[config.mk]
export PLATFORM = sky130hd
export DESIGN_NAME = dm_arbiter
export DESIGN_NICKNAME = d
export VERILOG_FILES = /design/src/rtl/dm_pkg.sv /design/src/rtl/rr_arb2.sv /design/src/rtl/dm_arbiter.sv
export SDC_FILE = /design/constraint.sdc
export NUM_CORES = 1
export LEC_CHECK = 0
export CORE_AREA = 2 2 124 126
export DETAILED_ROUTE_END_ITERATION = 12
export DIE_AREA = 0 0 126 128
export PLACE_DENSITY = 0.61
export SLEW_MARGIN = 25
export SYNTH_ARGS = -nofsm -noshare
export SYNTH_HDL_FRONTEND = slang
export SYNTH_SLANG_ARGS = --single-unit
export TNS_END_PERCENT = 50
[constraint.sdc]
create_clock -name clk -period 2.3 [get_ports clk]
set_clock_uncertainty 0.15 [all_clocks]
set_input_delay 0.345 -clock clk [delete_from_list [all_inputs] [get_ports clk]]
set_output_delay 0.345 -clock clk [all_outputs]
set_load 0.1 [all_outputs]
[src/rtl/dm_pkg.sv]
// Shared types and constants for the data-memory arbiter.
// Holds the FSM encoding, memory geometry defaults and requester ids.
package dm_pkg;

   typedef enum logic [1:0] {
      ST_IDLE  = 2'd0,
      ST_ISSUE = 2'd1,
      ST_RESP  = 2'd2
   } dm_state_e;

   localparam int   DM_DEPTH_LOG2 = 12;
   localparam int   DM_BE_W       = 4;
   localparam logic M_LSU         = 1'b0;
   localparam logic M_AUX         = 1'b1;

   // Misaligned word access or any address bit beyond the array is illegal.
   function automatic logic dm_addr_err(input logic [31:0] addr,
                                        input int unsigned depth_log2);
      return (addr[1:0] != 2'b00) || ((addr >> (depth_log2 + 2)) != 32'd0);
   endfunction

endpackage

[src/rtl/rr_arb2.sv]
// Two-way round-robin arbiter; the pointer names the requester favoured
// when both ask, and flips to the loser whenever a grant is consumed.
module rr_arb2
   import dm_pkg::*;
(
   input  logic       clk,
   input  logic       reset,
   input  logic [1:0] req,
   input  logic       update,
   output logic [1:0] grant,
   output logic       grant_id
);

   logic r_ptr;
   logic w_id;

   always_comb begin
      w_id = (req == 2'b11) ? r_ptr : req[1];
   end

   assign grant_id = w_id;
   assign grant    = {w_id, ~w_id} & {2{|req}};

   always_ff @(posedge clk or posedge reset) begin
      if (reset)
         r_ptr <= M_LSU;
      else if (update)
         r_ptr <= ~w_id;
   end

endmodule

[src/rtl/dm_arbiter.sv]
// Arbiter/sequencer between the LSU (m0), the aux master (m1) and the
// single-port data memory: one access in flight, IDLE -> ISSUE -> RESP.
module dm_arbiter
   import dm_pkg::*;
#(
   parameter int DEPTH_LOG2 = DM_DEPTH_LOG2,
   parameter int DATA_W     = 32
) (
   input  logic                  clk,
   input  logic                  reset,

   input  logic                  m0_req,
   input  logic                  m0_we,
   input  logic [DATA_W/8-1:0]   m0_be,
   input  logic [31:0]           m0_addr,
   input  logic [7:0]            m0_asid,
   input  logic [DATA_W-1:0]     m0_wdata,
   output logic                  m0_gnt,
   output logic                  m0_rvalid,
   output logic [DATA_W-1:0]     m0_rdata,
   output logic                  m0_err,

   input  logic                  m1_req,
   input  logic                  m1_we,
   input  logic [DATA_W/8-1:0]   m1_be,
   input  logic [31:0]           m1_addr,
   input  logic [7:0]            m1_asid,
   input  logic [DATA_W-1:0]     m1_wdata,
   output logic                  m1_gnt,
   output logic                  m1_rvalid,
   output logic [DATA_W-1:0]     m1_rdata,
   output logic                  m1_err,

   output logic                  mem_en,
   output logic                  mem_we,
   output logic [DATA_W/8-1:0]   mem_be,
   output logic [DEPTH_LOG2-1:0] mem_addr,
   output logic [7:0]            mem_asid,
   output logic [DATA_W-1:0]     mem_wdata,
   input  logic [DATA_W-1:0]     mem_rdata
);

   localparam int BE_W = DATA_W / 8;

   dm_state_e             r_state;
   dm_state_e             w_nxt;

   logic [1:0]            w_req;
   logic [1:0]            w_grant;
   logic                  w_gid;
   logic                  w_any;
   logic                  w_latch;

   logic                  w_sel_we;
   logic                  w_sel_err;
   logic [BE_W-1:0]       w_sel_be;
   logic [31:0]           w_sel_addr;
   logic [7:0]            w_sel_asid;
   logic [DATA_W-1:0]     w_sel_wdata;

   logic                  r_id;
   logic                  r_we;
   logic                  r_err;

   logic                  r_mem_en;
   logic                  r_mem_we;
   logic [BE_W-1:0]       r_mem_be;
   logic [DEPTH_LOG2-1:0] r_mem_addr;
   logic [7:0]            r_mem_asid;
   logic [DATA_W-1:0]     r_mem_wdata;

   logic [1:0]            w_gnt;
   logic [1:0]            w_rvalid;
   logic [1:0]            w_err;
   logic [DATA_W-1:0]     w_rdata0;
   logic [DATA_W-1:0]     w_rdata1;

   assign w_req   = {m1_req, m0_req};
   assign w_any   = |w_req;
   assign w_latch = w_any && ((r_state == ST_IDLE) || (r_state == ST_RESP));

   rr_arb2 u_arb (
      .clk      (clk),
      .reset    (reset),
      .req      (w_req),
      .update   (w_latch),
      .grant    (w_grant),
      .grant_id (w_gid)
   );

   assign w_sel_we    = w_grant[1] ? m1_we    : m0_we;
   assign w_sel_be    = w_grant[1] ? m1_be    : m0_be;
   assign w_sel_addr  = w_grant[1] ? m1_addr  : m0_addr;
   assign w_sel_asid  = w_grant[1] ? m1_asid  : m0_asid;
   assign w_sel_wdata = w_grant[1] ? m1_wdata : m0_wdata;
   assign w_sel_err   = dm_addr_err(w_sel_addr, DEPTH_LOG2);

   always_ff @(posedge clk or posedge reset) begin
      if (reset)
         r_state <= ST_IDLE;
      else
         r_state <= w_nxt;
   end

   always_comb begin
      w_nxt = r_state;
      case (r_state)
         ST_IDLE:  w_nxt = w_any ? ST_ISSUE : ST_IDLE;
         ST_ISSUE: w_nxt = ST_RESP;
         ST_RESP:  w_nxt = w_any ? ST_ISSUE : ST_IDLE;
         default:  w_nxt = ST_IDLE;
      endcase
   end

   // The mem_* registers are loaded on the latch edge so they are valid for
   // exactly the ISSUE cycle; async reset kills an in-flight strobe at once.
   always_ff @(posedge clk or posedge reset) begin
      if (reset) begin
         r_id        <= M_LSU;
         r_we        <= 1'b0;
         r_err       <= 1'b0;
         r_mem_en    <= 1'b0;
         r_mem_we    <= 1'b0;
         r_mem_be    <= '0;
         r_mem_addr  <= '0;
         r_mem_asid  <= '0;
         r_mem_wdata <= '0;
      end else if (w_latch) begin
         r_id        <= w_gid;
         r_we        <= w_sel_we;
         r_err       <= w_sel_err;
         r_mem_en    <= ~w_sel_err;
         r_mem_we    <= w_sel_we & ~w_sel_err;
         r_mem_be    <= w_sel_err ? '0 : w_sel_be;
         r_mem_addr  <= w_sel_err ? '0 : w_sel_addr[DEPTH_LOG2+1:2];
         r_mem_asid  <= w_sel_err ? '0 : w_sel_asid;
         r_mem_wdata <= w_sel_err ? '0 : w_sel_wdata;
      end else begin
         r_mem_en    <= 1'b0;
         r_mem_we    <= 1'b0;
         r_mem_be    <= '0;
         r_mem_addr  <= '0;
         r_mem_asid  <= '0;
         r_mem_wdata <= '0;
      end
   end

   always_comb begin
      w_gnt    = '0;
      w_rvalid = '0;
      w_err    = '0;
      w_rdata0 = '0;
      w_rdata1 = '0;
      case (r_state)
         ST_ISSUE: w_gnt[r_id] = 1'b1;
         ST_RESP: begin
            w_rvalid[r_id] = 1'b1;
            w_err[r_id]    = r_err;
            if (!r_err && !r_we) begin
               if (r_id == M_AUX)
                  w_rdata1 = mem_rdata;
               else
                  w_rdata0 = mem_rdata;
            end
         end
         default: ;
      endcase
   end

   assign m0_gnt    = w_gnt[0];
   assign m0_rvalid = w_rvalid[0];
   assign m0_err    = w_err[0];
   assign m0_rdata  = w_rdata0;
   assign m1_gnt    = w_gnt[1];
   assign m1_rvalid = w_rvalid[1];
   assign m1_err    = w_err[1];
   assign m1_rdata  = w_rdata1;

   assign mem_en    = r_mem_en;
   assign mem_we    = r_mem_we;
   assign mem_be    = r_mem_be;
   assign mem_addr  = r_mem_addr;
   assign mem_asid  = r_mem_asid;
   assign mem_wdata = r_mem_wdata;

endmodule
==> results_dict.tcl <==
set metrics [dict create \
    drv_slew 0 \
    overflow 0 \
    num-fill-cells 1352 \
    cp_cell_sequence "inv_1 -> and3_1 -> buf_8 -> and3_1 -> buf_12" \
    synth_nets 503 \
    timing.fmax_ghz 0.4563 \
    yosysSeqAreaShare_pct 49.29 \
    hold_class "in -> async" \
    syn_area_sq_um 3249 \
    drt_iter0_drc 124 \
    synth-async-reset-ratio_pct 100.0 \
    max_stage_delay_ns 0.40 \
    port-buffer-count 317 \
    clk_pin_slew_ns 0.05 \
    powerDensity_nw_per_um2 451.1 \
    grt_pass1_wl_um 20430 \
    seqPwrFrac_pct 33.3 \
    p_clk_share_pct 43.1 \
    synth_edf_count 0 \
    postSynthAreaPerCell_sq_um 10.38 \
    status "finished clean" \
    critPathBufInv 3 \
    vdd.ir_drop.worst_mv 0.3841 \
    dieArea_sq_um 16130 \
    multi_input_comb_area_sq_um 1585 \
    crit_type "reg -> out" \
    firstDrtPassIters 4 \
    final_nets 817 \
    period_needed_ns 2.192 \
    cp_max_fo 34 \
    grt_max_degree 65 \
    switchingPower_mw 0.8836 \
    crit_required_ns 1.80 \
    routed_wl_um 14080 \
    holdBufCountCts 0 \
    cp_slowest_cell "dfrtp_1" \
    use_met3_pct 3.798 \
    use_met1_pct 17.37 \
    cts_max_path_buffers 2 \
    routed-via-count 3672 \
    p_int_mw 2.604 \
    power_mw 3.488 \
    grt.busiest_layer "met2" \
    root_buffer "clkbuf_16" \
    via_per_inst 4.478 \
    detail_route.wl_per_cell_um 17.17 \
    grt_usage_pct 16.33 \
    area_growth_pct 137.9 \
    grt_pass1_vias 3736 \
    yosys_register_bits 64 \
    yosys_most_used_dff "dfrtp_1" \
    cts.sinks 64 \
    core_sq_um 14860 \
    cts_tree "done" \
    netlist_instances 313 \
    drive_gt1_share_pct 32.44 \
    cts-resized-gates 0 \
    cap_viol_max_count 0 \
    finalSetupViolCount 0 \
    critical_path.top_delay_family "buffers and inverters" \
    fp.dieW_um 126 \
    rsz0062_at_grt "no" \
    max_slew_margin_pct 71.84 \
    path_common_cell "and3_1" \
    ctsHtreeMaxLevel 3 \
    row_count 45 \
    dp_cells 803 \
    clk_latency_ns 0.31 \
    initial_core_util_pct 21.86 \
    boundaryPins 318 \
    drtAntennaViolNets 0 \
    antenna_found_initial 0 \
    cp-start-kind "register" \
    synth_cell_type_count 23 \
    synth_warnings 0 \
    drc 0 \
    diodes 0 \
    cp-end-kind "output pin" \
    seqCellArea_sq_um 1602 \
    power_frac_comb_pct 23.7 \
    gp_congestion 0.7747 \
    leakagePower_nw 3.716 \
    cts_made_buffers 9 \
    cts_setup_buffers 0 \
    cp.arrival_ns 1.70 \
    hold_viol_final 0 \
    tightest_slew_ns 0.4185 \
    fin_cells 820 \
    fin_crit_sh_pct 95.28 \
    sw_frac_of_total_pct 25.33 \
    hpwlAfterDp_um 11100 \
    grtUsageMet2_pct 32.16 \
    dieHeight_um 128 \
]
-- stage by stage --
| stage | instance area (sq um) | setup slack [ns] | TNS (ns) | hold WS [ns] | utilization, % |
|---|---|---|---|---|---|
| 6_report | 7731 | 0.1085 | 0 | 0.1690 | 52.01 |
| 5_1_grt | 7731 | 0.01773 | 0 | 0.1865 | 52.01 |
| 4_1_cts | 7689 | 0.008533 | 0 | 0.1635 | 51.73 |
| 3_5_place_dp | 7358 | -0.3079 | -15.75 | 0.3046 | 49.50 |
| 3_3_place_gp | 7358 | -0.3101 | -16.16 | 0.2964 | 49.50 |
| 2_1_floorplan | 3326 | -0.3155 | -1.242 | 0.2821 | - |
-- state kept, by name, indices dropped and copies added (netlist names) --
name         flops
r_we             1
r_id             1
u_arb.r_ptr      1
r_state          2
r_err            1
mem_en           1
mem_addr        12
mem_asid         8
mem_be           4
mem_we           1
mem_wdata       32
-- path summary, 6_finish.rpt --
check                                             start                      end  slack [ns]  depth (start not counted)
min in group clk                u_arb.r_ptr$_DFFE_PP0P_  u_arb.r_ptr$_DFFE_PP0P_        0.31                          1
max in group asynchronous                         reset    mem_addr[7]$_DFF_PP0_        1.25                          3
worst min register to register  u_arb.r_ptr$_DFFE_PP0P_  u_arb.r_ptr$_DFFE_PP0P_        0.31                          1
worst max register to register     r_state[0]$_DFF_PP0_    mem_asid[0]$_DFF_PP0_        0.40                          5
worst min-delay path                              reset         mem_en$_DFF_PP0_        0.17                          2
worst max-delay path               r_state[0]$_DFF_PP0_             m1_rdata[31]        0.11                          5
-- power groups by stage --
stage          registers [mW]  clock network (mW)  logic (mW)
2_1_floorplan            1.18                   0       0.335
3_3_place_gp             1.18                   0       0.821
3_5_place_dp             1.18                   0       0.831
4_1_cts                  1.16                1.53       0.833
5_1_grt                  1.16                1.58       0.882
6_report                 1.16                1.50       0.825
-- per-layer routing --
layer / vias up / part of all wire, %
met5: - / 0
met4: 0 / 1.1
met3: 12 / 6.8
met1: 1723 / 37
li1: 1758 / -
met2: 179 / 55
-- synth_stat cells, types with 2 or more instances --
cell,number,area [sq um]
and3_1,65,406.6
dfrtp_1,64,1602
mux2i_1,57,570.6
a21oi_1,50,250.2
clkbuf_1,19,71.32
a21oi_2,9,78.83
nor4_1,9,56.30
nand2_1,8,30.03
buf_2,6,30.03
buf_1,5,18.77
and2_1,3,18.77
inv_1,3,11.26
buf_6,2,22.52
nor2_1,2,7.510
o21ai_0,2,10.01
or4_1,2,15.01
-- cell type report --
cell class / instances / share of cell area (%)
inverters: 3 / 0.1457
repair buffers: 335 / 51.32
well taps: 188 / 3.043
flip-flops and latches: 64 / 20.72
multi-input cells: 214 / 20.50
clock inverters: 6 / 1.181
clock buffers: 10 / 3.091
-- cell families (layout without fill, tap and decap cells) --
logic type | Yosys count | in the layout | share of synthesized area (%)
AOI/OAI and AO/OA | 62 | 62 | 10.74
buffers and inverters | 35 | 354 | 4.736
DFF | 64 | 64 | 49.29
muxes | 57 | 57 | 17.56
and+or+nand+nor | 95 | 95 | 17.67
-- placed cells by master (no fill, tap or decap) --
master           instances
dfrtp_1                 64
nor3_2                   1
and3_2                  17
nand2_1                  7
and2_2                   2
a21oi_1                 49
and3_4                   8
and4_1                   1
buf_4                   67
nor2_1                   1
or4_1                    1
clkbuf_16               10
buf_8                    1
nor3b_2                  1
and3_1                  40
o211a_1                  1
buf_6                    1
inv_1                    2
nor4_1                   9
mux2i_1                 57
clkdlybuf4s50_1        189
clkbuf_8                 1
clkinv_4                 2
nand4_1                  1
inv_6                    1
nor2_2                   1
nor2b_1                  1
nand2_4                  1
bufinv_16                2
o21ai_0                  2
buf_12                  76
inv_2                    1
or4_4                    1
a21oi_2                 10
nand2b_1                 1
and2_1                   1
clkinv_2                 1
Note: power is estimated with default switching activity, not from simulation.
